### src/rtl/host_frame_receiver.sv
// host_frame_receiver: hunts for a sync byte, assembles CTRL + 32-bit LE data word,
// verifies the XOR checksum and presents good frames through dataReceived/clearDR.
// Bad checksums and stalled frames pulse frameError and bump a saturating counter.
module host_frame_receiver #(
    parameter logic [7:0] SYNC_BYTE      = 8'hA5,
    parameter int         TIMEOUT_CYCLES = 100000
) (
    input  logic        masterClock,
    input  logic        reset,
    input  logic        rxByteValid,
    input  logic [7:0]  rxByte,
    input  logic        clearDR,
    output logic        dataReceived,
    output logic [7:0]  control,
    output logic [31:0] inputData,
    output logic        frameError,
    output logic [7:0]  errorCount,
    output logic        overrun
);

    localparam int IDLE_W = $clog2(TIMEOUT_CYCLES + 1);

    typedef enum logic [2:0] {
        HUNT, CTRL, DATA, CSUM, HOLD, RELEASE
    } state_t;

    state_t             state, stateNext;
    logic [1:0]         byteIdx;
    logic [7:0]         shadowCtrl;
    logic [31:0]        shadowData;
    logic [7:0]         xorAcc;
    logic [IDLE_W-1:0]  idleCnt;

    logic inFrame;
    logic timeout;
    logic errPulse;
    logic present;
    logic dropByte;

    // Idle timer only matters while a frame is being assembled; a byte in the
    // expiring cycle wins over the timeout.
    assign inFrame = (state == CTRL) || (state == DATA) || (state == CSUM);
    assign timeout = inFrame && !rxByteValid && (idleCnt == IDLE_W'(TIMEOUT_CYCLES - 1));

    // State register
    always_ff @(posedge masterClock or negedge reset) begin
        if (!reset) state <= HUNT;
        else        state <= stateNext;
    end

    // Next-state and per-cycle event decode
    always_comb begin
        stateNext = state;
        errPulse  = 1'b0;
        present   = 1'b0;
        dropByte  = 1'b0;
        case (state)
            HUNT: begin
                if (rxByteValid && rxByte == SYNC_BYTE) stateNext = CTRL;
            end
            CTRL: begin
                if (rxByteValid) stateNext = DATA;
                else if (timeout) begin
                    errPulse  = 1'b1;
                    stateNext = HUNT;
                end
            end
            DATA: begin
                if (rxByteValid) begin
                    if (byteIdx == 2'd3) stateNext = CSUM;
                end else if (timeout) begin
                    errPulse  = 1'b1;
                    stateNext = HUNT;
                end
            end
            CSUM: begin
                if (rxByteValid) begin
                    if (rxByte == xorAcc) begin
                        present   = 1'b1;
                        stateNext = HOLD;
                    end else begin
                        errPulse  = 1'b1;
                        stateNext = HUNT;
                    end
                end else if (timeout) begin
                    errPulse  = 1'b1;
                    stateNext = HUNT;
                end
            end
            HOLD: begin
                dropByte = rxByteValid;
                if (clearDR) stateNext = RELEASE;
            end
            RELEASE: begin
                dropByte = rxByteValid;
                if (!clearDR) stateNext = HUNT;
            end
            default: stateNext = HUNT;
        endcase
    end

    // Shadow capture of control byte, data word and running checksum
    always_ff @(posedge masterClock or negedge reset) begin
        if (!reset) begin
            shadowCtrl <= '0;
            shadowData <= '0;
            xorAcc     <= '0;
            byteIdx    <= '0;
        end else if (rxByteValid) begin
            if (state == CTRL) begin
                shadowCtrl <= rxByte;
                xorAcc     <= rxByte;
                byteIdx    <= '0;
            end else if (state == DATA) begin
                shadowData[{byteIdx, 3'b000} +: 8] <= rxByte;
                xorAcc  <= xorAcc ^ rxByte;
                byteIdx <= byteIdx + 2'd1;
            end
        end
    end

    // Idle counter: counts silent cycles inside a frame, zero elsewhere
    always_ff @(posedge masterClock or negedge reset) begin
        if (!reset)                                idleCnt <= '0;
        else if (inFrame && !rxByteValid && !timeout) idleCnt <= idleCnt + IDLE_W'(1);
        else                                       idleCnt <= '0;
    end

    // Presented frame and handshake flag; only a good checksum updates them
    always_ff @(posedge masterClock or negedge reset) begin
        if (!reset) begin
            dataReceived <= 1'b0;
            control      <= '0;
            inputData    <= '0;
        end else if (present) begin
            dataReceived <= 1'b1;
            control      <= shadowCtrl;
            inputData    <= shadowData;
        end else if (state == HOLD && clearDR) begin
            dataReceived <= 1'b0;
        end
    end

    // Error pulse, saturating error count and sticky overrun
    always_ff @(posedge masterClock or negedge reset) begin
        if (!reset) begin
            frameError <= 1'b0;
            errorCount <= '0;
            overrun    <= 1'b0;
        end else begin
            frameError <= errPulse;
            if (errPulse && errorCount != 8'hFF) errorCount <= errorCount + 8'd1;
            if (dropByte) overrun <= 1'b1;
        end
    end

endmodule
### config.mk
export PLATFORM = sky130hd
export DESIGN_NAME = host_frame_receiver
export DESIGN_NICKNAME = d
export VERILOG_FILES = /design/src/rtl/host_frame_receiver.sv
export SDC_FILE = /design/constraint.sdc
export NUM_CORES = 1
export LEC_CHECK = 0
export ABC_CLOCK_PERIOD_IN_PS = 2430
export BUFFER_PORTS_ARGS = -buffer_cell sky130_fd_sc_hd__clkbuf_2
export CORE_ASPECT_RATIO = 0.8
export CORE_MARGIN = 5
export CORE_UTILIZATION = 25
export CTS_CLUSTER_SIZE = 25
export DETAILED_ROUTE_END_ITERATION = 12
export PLACE_DENSITY_LB_ADDON = 0.2
export SLEW_MARGIN = 20
export SYNTH_ARGS = -nofsm -noshare
export SYNTH_HDL_FRONTEND = slang
export SYNTH_SLANG_ARGS = --single-unit
### constraint.sdc
create_clock -name masterClock -period 2.43 [get_ports masterClock]
set_input_delay 0 -clock masterClock [delete_from_list [all_inputs] [get_ports masterClock]]
set_output_delay 0 -clock masterClock [all_outputs]
set_load 0.05 [all_outputs]
==> metrics.txt <==
Inserted Diodes 0; Sequential cell area 0.00303 sq mm; layout cells sized above 1 a little under 30%; Final nets around 600; io pins 63; die area around 0.026 sq mm; vias per cell 4.38; Worst slew margin 57.6%; RSZ-0062 raised after global routing false; drt wl/cell 15.3 microns; Net Count, Synth around 530; Final Hold Viols 0; Post-synth EDFFs 0; FF-to-FF setup slack 400 ps; most common cell after layout, fill and taps aside dfrtp_1; multi-input logic area 0.00223 sq mm; Pwr Total 6910 uW; hold slack between 15 and 20 ps; Period minus WS final approximately 2000 ps; htree depth 4; core area ~0.022 sq mm; fin util 31.3%; Power Density 991 mW/mm^2; Core Rows 49; CP top delay family simple AND/OR/NAND/NOR gates; Worst Hold Path EP shadowData[22]; GRT Util Overall 11.6%; drt total wl 13.7 mm; root buffer cell clkbuf_16; r2r startpoint idleCnt[12]; Mapped Area 0.00560 sq mm; hold path depth 3; Maximum Capacitance Violations 0; Lkg Pwr 0.00324 uW; Initial Util 25.2%; Num Clock Sinks 121; asr flop ratio synth 100%; CTS max path bufs 2; placer congestion estimate 0.815; CP Data Required Time ~2700 ps; critical path, cell by cell nor4b_1 > and4_1 > nand2_2 > a211oi_2 > mux2_1; Worst Clk Skew about 9.7 ps; Horiz. Die Dim 177 microns; Final setup viols 0; Setup Buffers After CTS 0; fillcell total roughly 2300; Final Slew Violations 0; DR vias ~4000; post-synthesis cell count between 500 and 600; Avg Inst Size Synth 11.1 sq um; Peak Freq between 400 and 500 MHz; largest net degree at the start of global routing 67; crit path buf inv count 0; crit path DAT 2330 ps; largest stage delay on the critical path 450 ps; type of the worst min-delay path in -> reg; Synth Flop Type dfrtp_1; antenna viol nets, final 0; Setup CP Type reg -> reg; global route overflow 0; Crit Reg-Reg Endpoint errorCount[7]; Final period util between 80% and 90%; first-pass GRT wire length 23.0 mm; die height 144 microns; worst r2r path cells 5; clock slew at reported path FFs ~60 ps; initial antenna violation count 0; Pre-Repair DR Iteration Count 5; CTS tree done; HP Start rxByte[6]; Setup crit start kind register; Clock Latency Late Sink 420 ps; status completed; Distinct cells, synth 44; CTS Buf Count 17; CP Capture Type register; worst ir drop on vdd 0.501 mV; dpl hpwl 9.50 mm; vias in the first global route roughly 4200; #FFs+latches synth 121; worst-path maximum fanout 8; setup TNS 0 ps; number of remaining DRC errors 0; commonest non-fill, non-tap cells in the layout 121 x dfrtp_1, 61 x clkbuf_2, 49 x mux2_2, 46 x nand3_1, 40 x o21ai_0; synth-to-layout area growth 24.4%; Syn. warnings 0; Slew @ Worst Pin 636 ps; sequential element share of the synthesized area between 50% and 60%; critical path's slowest cell nor4b_1; Iter 0 DRT Violations 245; I/O Buffers 62
-- worst max-delay path by stage --
stage	startpoint	to	slack [ps]	cells past startpoint
2_1_floorplan	errorCount[0]	errorCount[1]	580	5
3_3_place_gp	idleCnt[12]	errorCount[7]	460	5
5_1_grt	idleCnt[12]	errorCount[7]	170	5
3_5_place_dp	idleCnt[12]	errorCount[7]	410	5
6_report	idleCnt[12]	errorCount[7]	400	5
4_1_cts	idleCnt[12]	errorCount[7]	380	5
-- Yosys cell counts, types with 2 or more instances --
cell type / count / area (sq um)
and2_1: 3 / 18.8
and3_1: 9 / 56.3
o221ai_1: 8 / 70.1
nor3_2: 2 / 20.0
and4_1: 3 / 26.3
o21ai_0: 40 / 200
buf_4: 5 / 37.5
nand2_1: 26 / 97.6
mux2_1: 5 / 56.3
mux2_2: 49 / 552
a21oi_1: 23 / 115
clkbuf_1: 13 / 48.8
a211oi_1: 2 / 15.0
nand4_1: 3 / 18.8
nor4b_1: 2 / 17.5
inv_1: 37 / 139
a21boi_1: 2 / 15.0
dfrtp_1: 121 / 3030
nor2_1: 15 / 56.3
ha_1: 8 / 100
nand3_1: 46 / 230
buf_2: 5 / 25.0
nor3_1: 6 / 30.0
nand2b_1: 13 / 81.3
or3_1: 4 / 25.0
o311ai_0: 8 / 70.1
xor2_1: 7 / 61.3
nor3b_1: 3 / 22.5
xnor2_1: 15 / 131
buf_6: 8 / 90.1
-- state kept, by name, summed over array words and instances, names as in the netlist --
| signal | cells |
|---|---|
| byteIdx | 2 |
| control | 8 |
| dataReceived | 1 |
| errorCount | 8 |
| frameError | 1 |
| idleCnt | 17 |
| inputData | 32 |
| overrun | 1 |
| shadowCtrl | 8 |
| shadowData | 32 |
| state | 3 |
| xorAcc | 8 |
-- metrics by stage --
stage / instances / area (sq um) / setup slack [ps]
2_1_floorplan: 505 / 5600 / 579
3_3_place_gp: 863 / 6280 / 464
3_5_place_dp: 863 / 6280 / 407
4_1_cts: 900 / 6970 / 384
5_1_grt: 900 / 6970 / 169
6_report: 900 / 6970 / 403
-- worst min-delay path, delay by kind of cell --
family	cells	cell delay (ps)
buffers and inverters	1	210
AO/OA/AOI/OAI	1	70
AND/OR/NAND/NOR	1	110
-- repair_timing --
action	CTS	global route
hold buffers	5	0
resized for setup	0	0
hold endpoints to repair	126	0
setup endpoints to repair	0	0
-- power by group --
part	switching [uW]	internal, uW	total, uW
Combinational	815	593	1410
Sequential	349	2450	2800
Clock	956	1750	2700
-- per-layer routing --
layer	up-vias	global-route usage [%]	part of all wire [%]
li1	1920	-	-
met1	1945	15.5	48
met2	60	18.2	47
met3	14	3.00	3.2
met4	0	4.03	1.5
met5	-	0	0
-- final cells by class --
class                   instances  share of cell area (%)
repair buffers                 88                    7.83
clock buffers                  18                    6.31
well taps                     306                    5.50
multi-input cells             316                    32.1
inverters                      37                    1.99
flip-flops and latches        121                    43.5
clock inverters                14                    2.84
-- logic make-up after synthesis --
logic type / share of synthesized area [%]
AO/OA/AOI/OAI: 10.1
XOR/XNOR: 3.44
adder cells (fa/ha/maj): 1.79
buffers and inverters: 6.08
flip-flops: 54.1
multiplexers: 11.0
AND/OR/NAND/NOR: 13.5
No activity file was read; power rests on OpenSTA's default activity.
